**src/rtl/tt_um_jimktrains_vslc_pwm_capture.sv**
```systemverilog
// VSLC PWM/servo capture.
// Measures high-time and rise-to-rise period of a pulse train on an
// asynchronous pin, decodes each pulse to a bit against a threshold, and
// flags loss of signal. Results come with a one-cycle sample_valid strobe.
// Optional feature macro: PWM_CAPTURE_DEGLITCH_EN adds a DEGLITCH_LEN-cycle
// stability filter between the synchronizer and the edge detector.
module tt_um_jimktrains_vslc_pwm_capture #(
  parameter int DEGLITCH_LEN = 4
) (
  input  logic        clk,
  input  logic        rst_n,
  input  logic        capture_enabled,
  input  logic        pwm_in,
  input  logic [15:0] threshold_val,
  input  logic [15:0] timeout_val,
  output logic [15:0] high_width,
  output logic [15:0] period,
  output logic        decoded_value,
  output logic        sample_valid,
  output logic        timeout_flag,
  output logic        busy
);

  typedef enum logic [1:0] {
    IDLE  = 2'd0,
    ARMED = 2'd1,
    HIGH  = 2'd2,
    LOW   = 2'd3
  } state_t;

  // Cycles after reset/enable before the pipeline holds real pin samples.
  // Until then the reset zeros in the synchronizer would look like a low pin
  // and a line stuck high would arm and then produce a false rise.
`ifdef PWM_CAPTURE_DEGLITCH_EN
  localparam int SETTLE = 3 + DEGLITCH_LEN;
`else
  localparam int SETTLE = 3;
`endif
  localparam int SETTLE_W = $clog2(SETTLE + 1);

  if (DEGLITCH_LEN < 1) begin : g_bad_deglitch_len
    $error("DEGLITCH_LEN must be at least 1");
  end

  state_t              state;
  logic                sync_p0;
  logic                sync_p1;
  logic                lvl;
  logic                lvl_d;
  logic                rise;
  logic                fall;
  logic [SETTLE_W-1:0] settle_cnt;
  logic                settled;
  logic [15:0]         cnt;
  logic [15:0]         cnt_inc;
  logic [15:0]         hw_tmp;
  logic                tmo_hit;

  // Two-flop synchronizer, edge-detect delay and pipeline settle counter
  always_ff @(posedge clk or negedge rst_n) begin
    if (!rst_n) begin
      sync_p0    <= 1'b0;
      sync_p1    <= 1'b0;
      lvl_d      <= 1'b0;
      settle_cnt <= '0;
    end else if (!capture_enabled) begin
      sync_p0    <= 1'b0;
      sync_p1    <= 1'b0;
      lvl_d      <= 1'b0;
      settle_cnt <= '0;
    end else begin
      sync_p0 <= pwm_in;
      sync_p1 <= sync_p0;
      lvl_d   <= lvl;
      if (settle_cnt != SETTLE_W'(SETTLE)) begin
        settle_cnt <= settle_cnt + 1'b1;
      end
    end
  end

`ifdef PWM_CAPTURE_DEGLITCH_EN
  localparam int DG_W = (DEGLITCH_LEN > 1) ? $clog2(DEGLITCH_LEN) : 1;

  logic [DG_W-1:0] dg_cnt;

  // Accept a new level only after it has held for DEGLITCH_LEN cycles
  always_ff @(posedge clk or negedge rst_n) begin
    if (!rst_n) begin
      dg_cnt <= '0;
      lvl    <= 1'b0;
    end else if (!capture_enabled) begin
      dg_cnt <= '0;
      lvl    <= 1'b0;
    end else if (sync_p1 == lvl) begin
      dg_cnt <= '0;
    end else if (dg_cnt == DG_W'(DEGLITCH_LEN - 1)) begin
      dg_cnt <= '0;
      lvl    <= sync_p1;
    end else begin
      dg_cnt <= dg_cnt + 1'b1;
    end
  end
`else
  assign lvl = sync_p1;
`endif

  assign rise    = lvl & ~lvl_d;
  assign fall    = ~lvl & lvl_d;
  assign settled = (settle_cnt == SETTLE_W'(SETTLE));
  assign cnt_inc = (cnt == 16'hFFFF) ? cnt : cnt + 16'd1;
  assign tmo_hit = (timeout_val != 16'd0) && (cnt == timeout_val);

  // Measurement FSM with registered results, strobe and status flags
  always_ff @(posedge clk or negedge rst_n) begin
    if (!rst_n) begin
      state         <= IDLE;
      cnt           <= '0;
      hw_tmp        <= '0;
      high_width    <= '0;
      period        <= '0;
      decoded_value <= 1'b0;
      sample_valid  <= 1'b0;
      timeout_flag  <= 1'b0;
      busy          <= 1'b0;
    end else if (!capture_enabled) begin
      state         <= IDLE;
      cnt           <= '0;
      hw_tmp        <= '0;
      high_width    <= '0;
      period        <= '0;
      decoded_value <= 1'b0;
      sample_valid  <= 1'b0;
      timeout_flag  <= 1'b0;
      busy          <= 1'b0;
    end else begin
      sample_valid <= 1'b0;
      case (state)
        IDLE: begin
          if (settled && !lvl) begin
            state <= ARMED;
          end
        end
        ARMED: begin
          if (rise) begin
            cnt   <= 16'd1;
            busy  <= 1'b1;
            state <= HIGH;
          end
        end
        HIGH: begin
          if (fall) begin
            hw_tmp <= cnt;
            cnt    <= cnt_inc;
            state  <= LOW;
          end else if (tmo_hit) begin
            timeout_flag <= 1'b1;
            cnt          <= '0;
            busy         <= 1'b0;
            state        <= IDLE;
          end else begin
            cnt <= cnt_inc;
          end
        end
        LOW: begin
          if (rise) begin
            period        <= cnt;
            high_width    <= hw_tmp;
            decoded_value <= (hw_tmp >= threshold_val);
            sample_valid  <= 1'b1;
            timeout_flag  <= 1'b0;
            cnt           <= 16'd1;
            state         <= HIGH;
          end else if (tmo_hit) begin
            timeout_flag <= 1'b1;
            cnt          <= '0;
            busy         <= 1'b0;
            state        <= IDLE;
          end else begin
            cnt <= cnt_inc;
          end
        end
        default: begin
          state <= IDLE;
          busy  <= 1'b0;
        end
      endcase
    end
  end

endmodule

```
**config.mk**
```make
export PLATFORM = sky130hd
export DESIGN_NAME = tt_um_jimktrains_vslc_pwm_capture
export DESIGN_NICKNAME = d
export VERILOG_FILES = /design/src/rtl/tt_um_jimktrains_vslc_pwm_capture.sv
export SDC_FILE = /design/constraint.sdc
export NUM_CORES = 1
export LEC_CHECK = 0
export ABC_AREA = 1
export CORE_UTILIZATION = 31
export CTS_BUF_LIST = sky130_fd_sc_hd__clkbuf_16
export DETAILED_ROUTE_END_ITERATION = 16
export DONT_BUFFER_PORTS = 1
export PLACE_DENSITY_LB_ADDON = 0.05
export SLEW_MARGIN = 20
export SYNTH_ARGS = -nofsm -noshare
export SYNTH_HDL_FRONTEND = slang
export SYNTH_SLANG_ARGS = --single-unit
```
**constraint.sdc**
```tcl
create_clock -name clk -period 1.9 [get_ports clk]
set_clock_uncertainty 0.15 [all_clocks]
set_input_delay 0.285 -clock clk [delete_from_list [all_inputs] [get_ports clk]]
set_output_delay 0.285 -clock clk [all_outputs]
set_load 0.03 [all_outputs]
```
==> impl_results.md <==
* Starting Density at 32.3%
* Die Ht at 117 µm
* Core area at 0.0128 mm²
* Main synth FF type: dfrtp_1
* Power Density at 860 mW/mm²
* Pre-CTS WS at -0.0625 ns
* Slew Limit Fails at 0
* Worst R2R End: cnt[0]$_DFFE_PN0P_
* Row cnt at 41
* Area leader, netlist: dfrtp_1
* Clock root buffer: clkbuf_16
* Pin count of the biggest net entering global routing at 76
* Top cells by area, synth: dfrtp_1 45%, nand2_1 12%, inv_1 7.4%
* Horiz. Die Dim at 117 µm
* Worst path slowest cell: dfrtp_1
* Grt total ovfl at 0
* Ys async rst share at 100%
* RSZ-0062 raised after global routing: true
* Worst hold path class: input port to async pin
* Seq/Total Area, Yosys at 45.5%
* Slew margin rel. at 73.3%
* Critical Path AT at 1.92 ns
* Worst Setup Path Type: flop to flop
* Drt total wl at 11700 µm
* Area share of the largest cell type after synthesis at 45.5%
* Hold Buf Count CTS at 2
* GRT Resource Usage Total at 17.8%
* Crit path time final at 1.83 ns
* Initial antenna violation count at 0
* Fill count at 1315
* Final setup viols at 0
* Worst-path clk slew at 0.06 ns
* Post-synth cell types at 31
* Top-count cell post-synth: nand2_1
* Post-Syn Area per Cell at 7.99 µm²
* Worst Reg-to-Reg Cells at 12
* Slowest cell delay on critical path at 0.38 ns
* Dpl hpwl at 8610 µm
* Antenna Nets Post-Route at 0
* Clock sink count at 75
* Fin crit share at 96.4%
* Num CTS Buffers at 9
* Lkg Pwr at 2.51 nW
* CTS tree: yes
* Slew @ Worst Pin at 0.398 ns
* DRC errors left at 0
* Overall Power at 4.38 mW
* Vias/cell at 4.68
* Violated checks: hold timing
* Area Growth Syn to Fin at 23.6%
* Clk_lat worst skew at 0.35 ns
* Post-layout worst setup margin at 0.0691 ns
* Finished Core Util at 39.9%
* Run status: finished with violations
* Flops & latches, synth at 75
* Number of nets in the layout at 624
* Via count at 3470
* CP cell instances: ha_2, nand2_2, nor2_2, nand2_2, nor2_8, inv_4, nor2_2, o21ai_1, nand2_1, nand2_1, nand2_1, nand2_1
* Reg-to-reg startpoint: cnt[0]$_DFFE_PN0P_
* Clock Path Buffers at 2
* Reg2reg setup slack at 0.07 ns
* Yosys warning count at 0
* Routability cong. at 0.859
* Synth Instances at 516
* Crit-path most repeated cell: nand2_1
* EDFF count, synth at 0
* Boundary Pins at 72
* WL per Instance at 15.8 µm
* CP Data Required Time at 1.99 ns
* DR pass1 iterations at 4
* First-pass GRT wire length at 18800 µm
* Port Buf Inserts at 0
* Max VDD drop at 352 µV
* Die ar. at 0.0138 mm²
* Hold WS at -0.520 ns
* Ant diodes at 0
* Final hold vios at 75
* H-tree depth at 3
* Commonest cells post-synth: 129 x nand2_1, 81 x inv_1, 75 x dfrtp_1
* Fmax at 0.546 GHz
* Synth Cell Area at 0.00413 mm²
* Worst Path Max Fanout at 7
* Starting DRT DRC Count at 255
* Vias in the first global route at 3466
* Setup TNS at 0 ns
* Max cap viols at 0
* Startpoint types: flop
* Share of cells above drive strength 1 at 17.6%
* Syn Nets at 574
* Critical path capture point type: flop
[state kept, by name, indices dropped and copies added, names as in the netlist]
name           count
sample_valid       1
state              2
decoded_value      1
hw_tmp            16
lvl_d              1
period            16
lvl                1
high_width        16
cnt               16
settle_cnt         2
busy               1
timeout_flag       1
sync_p0            1
[what timing repair did]
action	4_1_cts	5_1_grt
pin swaps	0	15
endpoints found under the setup margin	2	19
setup buffers	2	9
resized for setup	2	29
endpoints found under the hold margin	81	75
[final cells by class]
type	count	area [µm²]	area share, %
Multi-Input combinational cell	343	1960	38.4
Tap cell	172	215	4.22
Clock inverter	5	72.6	1.42
Inverter	88	335	6.58
Timing Repair Buffer	49	413	8.10
Clock buffer	9	225	4.42
Sequential cell	75	1880	36.8
[per-stage QoR]
step / cells / area [µm²]
after floorplan: 516 / 4130
after global placement: 714 / 4580
after detailed placement: 714 / 4580
after CTS: 732 / 4920
after global routing: 741 / 5100
final: 741 / 5100
[worst max-delay path by stage]
stage | start | end | slack [ns] | cells past startpoint
6_report | cnt[0]$_DFFE_PN0P_ | cnt[0]$_DFFE_PN0P_ | 0.07 | 12
5_1_grt | cnt[1]$_DFFE_PN0P_ | cnt[0]$_DFFE_PN0P_ | -0.06 | 12
4_1_cts | cnt[0]$_DFFE_PN0P_ | cnt[0]$_DFFE_PN0P_ | 0.001 | 12
3_5_place_dp | cnt[1]$_DFFE_PN0P_ | cnt[0]$_DFFE_PN0P_ | -0.06 | 12
3_3_place_gp | cnt[0]$_DFFE_PN0P_ | cnt[0]$_DFFE_PN0P_ | -0.08 | 12
2_1_floorplan | cnt[0]$_DFFE_PN0P_ | cnt[0]$_DFFE_PN0P_ | 0.12 | 12
[worst max-delay path, delay by kind of cell, from the launching register on]
kind            cells  cell delay [ns]
simple gates        9             0.84
flops               1             0.38
fa+ha+maj           1             0.22
buf+inv             1             0.08
compound gates      1             0.06
[report_power, final]
group / switching, mW / total [mW] / internal (mW) / leakage [nW]
sequential: 0.0759 / 1.73 / 1.65 / 1.04
clock: 0.667 / 1.79 / 1.12 / 0.154
combinational: 0.512 / 0.865 / 0.353 / 1.32
total: 1.25 / 4.38 / 3.13 / 2.51
[layout by cell type (no fill, tap or decap), types with 3 or more instances in the layout]
cell type and instances:
nand2_1 127, inv_1 81, dfrtp_1 74, buf_4 41
o21ai_0 37, nor2_1 24, o22ai_1 23, ha_1 21
o21ai_1 19, nand3_1 18, a21oi_1 13, xor2_1 9
clkbuf_16 9, nor3_1 8, nand4_1 7, inv_2 7
nand2_2 6, nor2_2 5, buf_6 4, nor2_4 3
[routing by layer]
layer	track usage (%)	wire length [µm]	vias to the layer above
met1	23.5	5580	1606
li1	-	-	1766
met2	27.5	5290	82
met4	9.09	296	0
met5	0	0	-
met3	3.50	510	16
[logic make-up (layout without fill, tap and decap cells)]
family	Yosys count	count (layout)	share of synthesized area, %
AOI/OAI and AO/OA	99	99	13.1
adders and majority gates	22	22	6.67
xor gates and xnor gates	9	9	1.91
and+or+nand+nor	213	213	23.8
buffers and inverters	98	151	9.07
DFF	75	75	45.5
No activity file was read; power rests on OpenSTA's default activity.
